[src/rtl/game_flow_ctrl.sv]
// Frame-level game-flow FSM: jump strobes, death window, restart pulse, session best score.
// Optional auto-restart from OVER is enabled by defining GAME_FLOW_AUTORESTART_EN.
module game_flow_ctrl #(
    parameter int DEATH_FRAMES   = 30,
    parameter int RESTART_FRAMES = 60,
    parameter int SCORE_W        = 7
) (
    input  logic               clk,
    input  logic               rst,
    input  logic               fps_tick,
    input  logic               key_jump,
    input  logic               ai_mode,
    input  logic               ai_jump,
    input  logic               is_collide,
    input  logic [SCORE_W-1:0] current_score,
    output logic               jump,
    output logic               game_rst,
    output logic [1:0]         state,
    output logic [SCORE_W-1:0] best_score
);

    typedef enum logic [1:0] {
        IDLE  = 2'd0,
        PLAY  = 2'd1,
        DYING = 2'd2,
        OVER  = 2'd3
    } state_t;

    localparam logic [7:0] DEATH_LOAD   = 8'(DEATH_FRAMES - 1);
    // The timer is reloaded on OVER entry in every build; only auto-restart reads it there.
    localparam logic [7:0] RESTART_LOAD = 8'(RESTART_FRAMES - 1);

    state_t             cur, nxt;
    logic               key_prev, pending, pending_nxt;
    logic               press, want;
    logic [7:0]         timer, timer_nxt;
    logic               jump_nxt, game_rst_nxt;
    logic [SCORE_W-1:0] best_nxt;

    assign press = key_jump & ~key_prev;
    // A press landing in the tick cycle itself still counts for that frame.
    assign want  = pending | press;
    assign state = cur;

    always_ff @(posedge clk or negedge rst) begin
        if (!rst) begin
            cur        <= IDLE;
            key_prev   <= 1'b0;
            pending    <= 1'b0;
            timer      <= 8'd0;
            jump       <= 1'b0;
            game_rst   <= 1'b0;
            best_score <= '0;
        end else begin
            cur        <= nxt;
            key_prev   <= key_jump;
            pending    <= pending_nxt;
            timer      <= timer_nxt;
            jump       <= jump_nxt;
            game_rst   <= game_rst_nxt;
            best_score <= best_nxt;
        end
    end

    always_comb begin
        nxt          = cur;
        timer_nxt    = timer;
        jump_nxt     = jump;
        game_rst_nxt = game_rst;
        best_nxt     = best_score;
        pending_nxt  = pending | (press & (cur != DYING));

        if (fps_tick) begin
            pending_nxt  = 1'b0;
            jump_nxt     = 1'b0;
            game_rst_nxt = 1'b0;
            case (cur)
                IDLE: begin
                    if (want | (ai_mode & ai_jump)) begin
                        nxt      = PLAY;
                        jump_nxt = 1'b1;
                    end
                end
                PLAY: begin
                    // Collision wins over any jump request in the same frame.
                    if (is_collide) begin
                        nxt       = DYING;
                        timer_nxt = DEATH_LOAD;
                        if (current_score > best_score) begin
                            best_nxt = current_score;
                        end
                    end else begin
                        jump_nxt = ai_mode ? ai_jump : want;
                    end
                end
                DYING: begin
                    if (timer == 8'd0) begin
                        nxt       = OVER;
                        timer_nxt = RESTART_LOAD;
                    end else begin
                        timer_nxt = timer - 8'd1;
                    end
                end
                OVER: begin
`ifdef GAME_FLOW_AUTORESTART_EN
                    if (want | ai_mode | (timer == 8'd0)) begin
                        nxt          = IDLE;
                        game_rst_nxt = 1'b1;
                    end else begin
                        timer_nxt = timer - 8'd1;
                    end
`else
                    if (want) begin
                        nxt          = IDLE;
                        game_rst_nxt = 1'b1;
                    end
`endif
                end
                default: nxt = IDLE;
            endcase
        end
    end

endmodule

[config.mk]
export PLATFORM = sky130hd
export DESIGN_NAME = game_flow_ctrl
export DESIGN_NICKNAME = d
export VERILOG_FILES = /design/src/rtl/game_flow_ctrl.sv
export SDC_FILE = /design/constraint.sdc
export NUM_CORES = 1
export LEC_CHECK = 0
export BUFFER_PORTS_ARGS = -buffer_cell sky130_fd_sc_hd__buf_4
export CORE_MARGIN = 10
export CORE_UTILIZATION = 48
export DETAILED_ROUTE_END_ITERATION = 6
export GPL_TIMING_DRIVEN = 0
export PLACE_DENSITY = 0.71
export SETUP_SLACK_MARGIN = 0.05
export SYNTH_ARGS = -nofsm -noshare
export SYNTH_HDL_FRONTEND = slang
export SYNTH_SLANG_ARGS = --single-unit
[constraint.sdc]
create_clock -name clk -period 5.15 [get_ports clk]
set_clock_uncertainty 0.1 [all_clocks]
set_input_delay 1.03 -clock clk [delete_from_list [all_inputs] [get_ports clk]]
set_output_delay 1.03 -clock clk [all_outputs]
set_load 0.01 [all_outputs]
==> impl_metrics.tcl, run 1 <==
set metrics [dict create \
    die_y_um 71.2 \
    routed_wl_um 2610 \
    top_level_ports 25 \
    stdcell_count 179 \
    clockBufferDepth 2 \
    hold_start "jump" \
    relSlewSlack_pct 69.4 \
    reg2reg_from "timer[0]" \
    root_buffer "clkbuf_4" \
    r2r_end "state[1]" \
    synthMuxAreaShare_pct 8.96 \
    p_leak_nw 0.703 \
    cts_setup_buffers 0 \
    vias 987 \
    synthXorXnorAreaFrac_pct 2.79 \
    cp-start-kind "input pin" \
    path_cells "buf_4 > ha_1 > a21oi_1 > o21ai_0 > o21bai_2 > mux2_2" \
    antenna_left 0 \
    fin_nets 177 \
    hold_viol 0 \
    place_congestion 0.789 \
    fin_crit_sh_pct 46.1 \
    ys_seq_area_share_pct 41.8 \
    maxSlewViolCount 0 \
    preCtsSetupSlack_ns 2.43 \
    ys_warn_count 0 \
    power_density_nw_per_um2 482 \
    crit_family "compound AO/OA/AOI/OAI gates" \
    setup_viol_count_final 0 \
    synth-compound-area-share_pct 13.0 \
    drc 0 \
    place_inst 175 \
    netlist_instances 121 \
    slowest_stage "mux2_2" \
    crit_path_max_fanout 7 \
    area_growth_pct 19.4 \
    start_util_pct 50.7 \
    status "finished, final reports clean" \
    diodes 0 \
    min_period_ns 2.38 \
    hold_depth 1 \
    clock_sinks 21 \
    path_clk_slew_ns 0.12 \
    grt.overflow.total 0 \
    worstMarginPinSlew_ns 0.451 \
    grt_pass1_vias 1037 \
    track_usage_pct 10.6 \
    h-tree-depth 1 \
    synth_fa_ha_area_share_pct 12.9 \
    finish.utilization_pct 60.6 \
    reg2reg_setup_slack_ns 3.19 \
    max_cap_viol_count 0 \
    timing.final.ws_setup_ns 2.77 \
    final_common_cell "buf_4" \
    ys_ff_latch 21 \
    insertion_delay_ns 0.31 \
    setup-tns-final_ns 0 \
    core_area_um2 2480 \
    synth-simple-area-share_pct 15.6 \
    via_per_inst 5.51 \
    rr_worst_depth 6 \
    port_buffers 24 \
    numCtsBuffers 3 \
    path_buf_inv 1 \
    tritoncts "built" \
    rsz0062_at_grt "no" \
    wire_per_inst_um 14.6 \
    holdPathEnd "jump" \
    fmax_mhz 421 \
    dp_hpwl_um 2070 \
    postCtsResizedCells 0 \
    required_ns 5.26 \
    synth_top_family_by_area "simple AND/OR/NAND/NOR gates" \
    die_w_um 71.2 \
    worst_ir_drop_vdd_mv 0.323 \
    hp-class "register to register" \
    n_fill_cell 202 \
    synth_area_um2 1260 \
    antenna_found_initial 0 \
    synthesis.nets 148 \
    worstSetupPathType "input pin to register" \
    mostFrequentLayoutCells "24 x buf_4, 21 x dfrtp_1, 14 x inv_1" \
    num_rows 18 \
    cp-end-kind "register" \
    synth.distinct_cells 33 \
    drive_gt1_share_pct 28.2 \
    dr.pass1.iters 3 \
    drt-initial-drc-count 32 \
    arrival_ns 2.48 \
    grt_first_pass_wirelength_um 4500 \
    worst_path_largest_cell_delay_ns 0.39 \
    ctsHoldBuffers 0 \
    synth.avg_cell_area_um2 10.4 \
    grt_max_degree 22 \
    dieArea_um2 5060 \
]
worst max path at each step:
stage | start | slack (ns) | end | cells after the start
2_1_floorplan | current_score[6] | 2.74 | best_score[0] | 5
3_3_place_gp | current_score[6] | 2.46 | best_score[0] | 6
3_5_place_dp | current_score[6] | 2.43 | best_score[0] | 6
4_1_cts | current_score[6] | 2.76 | best_score[0] | 6
5_1_grt | current_score[6] | 2.69 | best_score[0] | 6
6_report | current_score[6] | 2.77 | best_score[0] | 6
synthesized netlist by cell type:
cell type | n | area [um2]
ha_1 | 13 | 163
nand2b_1 | 1 | 6.26
o32a_1 | 1 | 10.0
mux2_1 | 1 | 11.3
a221oi_2 | 1 | 15.0
a21oi_1 | 7 | 35.0
inv_1 | 14 | 52.6
o2111ai_1 | 1 | 8.76
nand4b_1 | 2 | 17.5
a41o_2 | 1 | 11.3
o22ai_1 | 1 | 6.26
a31oi_1 | 2 | 12.5
a2bb2oi_1 | 1 | 8.76
o311ai_1 | 1 | 8.76
xor2_1 | 4 | 35.0
o22a_1 | 1 | 8.76
o21ai_0 | 4 | 20.0
nor3_1 | 3 | 15.0
nand3_1 | 2 | 10.0
nor2b_1 | 2 | 12.5
and2_1 | 1 | 6.26
a21o_1 | 1 | 7.51
nor3b_2 | 1 | 12.5
o21bai_2 | 1 | 11.3
mux2_2 | 9 | 101
nand3b_1 | 1 | 7.51
nand2_2 | 1 | 6.26
nand2_1 | 8 | 30.0
dfrtp_1 | 21 | 526
nor4_4 | 1 | 21.3
nor2_1 | 7 | 26.3
clkbuf_1 | 2 | 7.51
nand4_1 | 4 | 25.0
metal layers:
layer	track usage (%)	up-vias	part of all wire, %
met5	0	-	0
li1	-	487	-
met2	18.0	22	48
met1	11.3	470	43
met3	3.35	8	6.2
met4	5.59	0	2.8
cell families (layout without fill, tap and decap cells):
logic type / Yosys count / count (layout)
simple gates: 34 / 34
buf+inv: 16 / 44
fa+ha+maj: 13 / 13
xor+xnor: 4 / 4
mux: 10 / 10
compound gates: 23 / 23
flops: 21 / 21
metrics by stage:
stage | power (mW) | hold slack [ns] | cell area, um2
global route | 0.794 | 0.472 | 1500
detailed placement | 0.651 | 0.403 | 1470
floorplan | 0.513 | 0.383 | 1260
finish | 0.723 | 0.431 | 1500
CTS | 0.732 | 0.434 | 1500
global placement | 0.634 | 0.398 | 1470
report_power, final:
group / internal [mW] / leakage, nW / total (mW) / switching (mW)
clock network: 0.0302 / 0.0150 / 0.0821 / 0.0519
registers: 0.223 / 0.255 / 0.279 / 0.0567
logic: 0.181 / 0.432 / 0.362 / 0.181
area by class of cell:
type | count | area (um2) | share of cell area [%]
Multi-Input combinational cell | 84 | 671 | 44.7
Timing Repair Buffer | 24 | 180 | 12.0
Clock buffer | 4 | 26.3 | 1.75
Tap cell | 30 | 37.5 | 2.50
Inverter | 14 | 52.6 | 3.50
Buffer | 2 | 7.51 | 0.500
Sequential cell | 21 | 526 | 35.0
flip-flops by register name (all words and copies together) (netlist names):
register,cells
best_score,7
timer,8
state,2
game_rst,1
jump,1
key_prev,1
pending,1
Power figures use the tool's default switching activity.
==> inputs of run 2 (changes only) <==
==> constraint.sdc (replaced) <==
create_clock -name clk -period 2.3 [get_ports clk]
set_clock_uncertainty 0.1 [all_clocks]
set_input_delay 0.46 -clock clk [delete_from_list [all_inputs] [get_ports clk]]
set_output_delay 0.46 -clock clk [all_outputs]
set_load 0.01 [all_outputs]
==> run 2 against run 1 <==
  * Worst setup slack worse by 2.4 ns
  * Sequential cell count unchanged
  * Die area unchanged
  * Cell count up 0.56%
  * Critical path type is now register to register
  * Hold slack worse by 0.27 ns
==> impl_metrics.tcl, run 2 (synthesis gave the netlist of run 1 again) <==
set metrics [dict create \
    multiInputGateArea_um2 671 \
    vias 987 \
    dp_hpwl_um 2070 \
    final_common_cell "buf_4" \
    via_per_inst 5.48 \
    p_leak_nw 0.707 \
    grt_pass1_vias 1046 \
    worst_path_largest_cell_delay_ns 0.43 \
    fin_nets 178 \
    r2r_end "state[1]" \
    worstMarginPinSlew_ns 0.451 \
    grt_max_degree 22 \
    fin_crit_sh_pct 85.4 \
    critPathLaunch "timer[0]" \
    worstSetupPathType "register to register" \
    path_cells "inv_1 > ha_1 > nor3b_2 > nand2_2 > a221oi_2 > mux2_1" \
    diodes 0 \
    crit_family "flip-flops" \
    place_inst 175 \
    setup-tns-final_ns 0 \
    drc 0 \
    num_rows 18 \
    dieArea_um2 5060 \
    reg2reg_setup_slack_ns 0.34 \
    max_cap_viol_count 0 \
    worst_ir_drop_vdd_mv 0.723 \
    setup_viol_count_final 0 \
    power_density_nw_per_um2 1070 \
    numCtsBuffers 3 \
    stdcell_count 180 \
    n_fill_cell 201 \
    maxSlewViolCount 0 \
    wire_per_inst_um 14.5 \
    top_level_ports 25 \
    grt.overflow.total 0 \
    cp-start-kind "register" \
    postCtsResizedCells 0 \
    hold_viol 0 \
    slowest_stage "dfrtp_1" \
    hold_start "key_jump" \
    track_usage_pct 10.6 \
    h-tree-depth 1 \
    top_register "timer" \
    area_growth_pct 20.2 \
    root_buffer "clkbuf_4" \
    tritoncts "built" \
    antenna_found_initial 0 \
    start_util_pct 50.7 \
    clock_sinks 21 \
    arrival_ns 2.07 \
    place_congestion 0.789 \
    port_buffers 24 \
    holdPathEnd "key_prev" \
    routed_wl_um 2610 \
    seqCellArea_um2 526 \
    path_buf_inv 1 \
    die_w_um 71.2 \
    core_area_um2 2480 \
    relSlewSlack_pct 69.4 \
    largest_reg_flops 8 \
    rr_worst_depth 6 \
    cp-end-kind "register" \
    crit_path_max_fanout 5 \
    dr.pass1.iters 3 \
    hold_depth 1 \
    status "finished, final reports clean" \
    path_clk_slew_ns 0.12 \
    grt_first_pass_wirelength_um 4530 \
    fmax_mhz 509 \
    insertion_delay_ns 0.31 \
    clockBufferDepth 2 \
    min_period_ns 1.96 \
    antenna_left 0 \
    cts_setup_buffers 0 \
    drt-initial-drc-count 32 \
    die_y_um 71.2 \
    drive_gt1_share_pct 28.0 \
    reg2reg_from "timer[0]" \
    rsz0062_at_grt "no" \
    hp-class "input pin to register" \
    required_ns 2.41 \
    mostFrequentLayoutCells "24 x buf_4, 21 x dfrtp_1, 14 x inv_1" \
]
[run 2: metrics by stage]
stage | hold slack (ns) | setup slack, ns | utilization (%) | area (um2) | total power, mW
finish | 0.157 | 0.337 | 61.0 | 1510 | 1.62
floorplan | 0.0644 | 0.464 | - | 1260 | 1.15
global placement | 0.260 | 0.183 | 59.5 | 1470 | 1.42
global route | 0.150 | 0.153 | 61.0 | 1510 | 1.78
detailed placement | 0.265 | 0.146 | 59.5 | 1470 | 1.46
CTS | 0.154 | 0.333 | 61.0 | 1510 | 1.64
[run 2: worst max path at each step]
stage                          endpoint  slack (ns)  depth (start not counted)
final                          state[1]        0.34                          6
after global routing           timer[6]        0.15                          7
after detailed placement  best_score[0]        0.15                          6
after CTS                 best_score[0]        0.33                          6
after floorplan           best_score[0]        0.46                          5
after global placement    best_score[0]        0.18                          6
[run 2: final cells by class]
type | count | area share (%)
well taps | 30 | 2.49
multi-input cells | 84 | 44.4
plain buffers | 2 | 0.497
clock buffers | 4 | 1.74
repair buffers | 25 | 12.6
inverters | 14 | 3.48
flip-flops and latches | 21 | 34.8
[run 2: report_power, final]
| group | internal [mW] | total [mW] | switching (mW) | leakage (nW) |
|---|---|---|---|---|
| Sequential | 0.498 | 0.625 | 0.127 | 0.255 |
| Clock | 0.0677 | 0.184 | 0.116 | 0.0150 |
| Combinational | 0.407 | 0.812 | 0.405 | 0.437 |
| Total | 0.973 | 1.62 | 0.648 | 0.707 |
[run 2: routing by layer]
metal / vias to the layer above / part of all wire [%] / track usage (%)
met5: - / 0 / 0
li1: 489 / - / -
met2: 22 / 48 / 18.2
met4: 0 / 2.8 / 5.59
met3: 8 / 6.4 / 3.35
met1: 468 / 42 / 11.3
[run 2: repair_timing]
item / in CTS / in global routing
hold buffers: 1 / 0
setup endpoints to repair: 0 / 0
endpoints found under the hold margin: 21 / 0
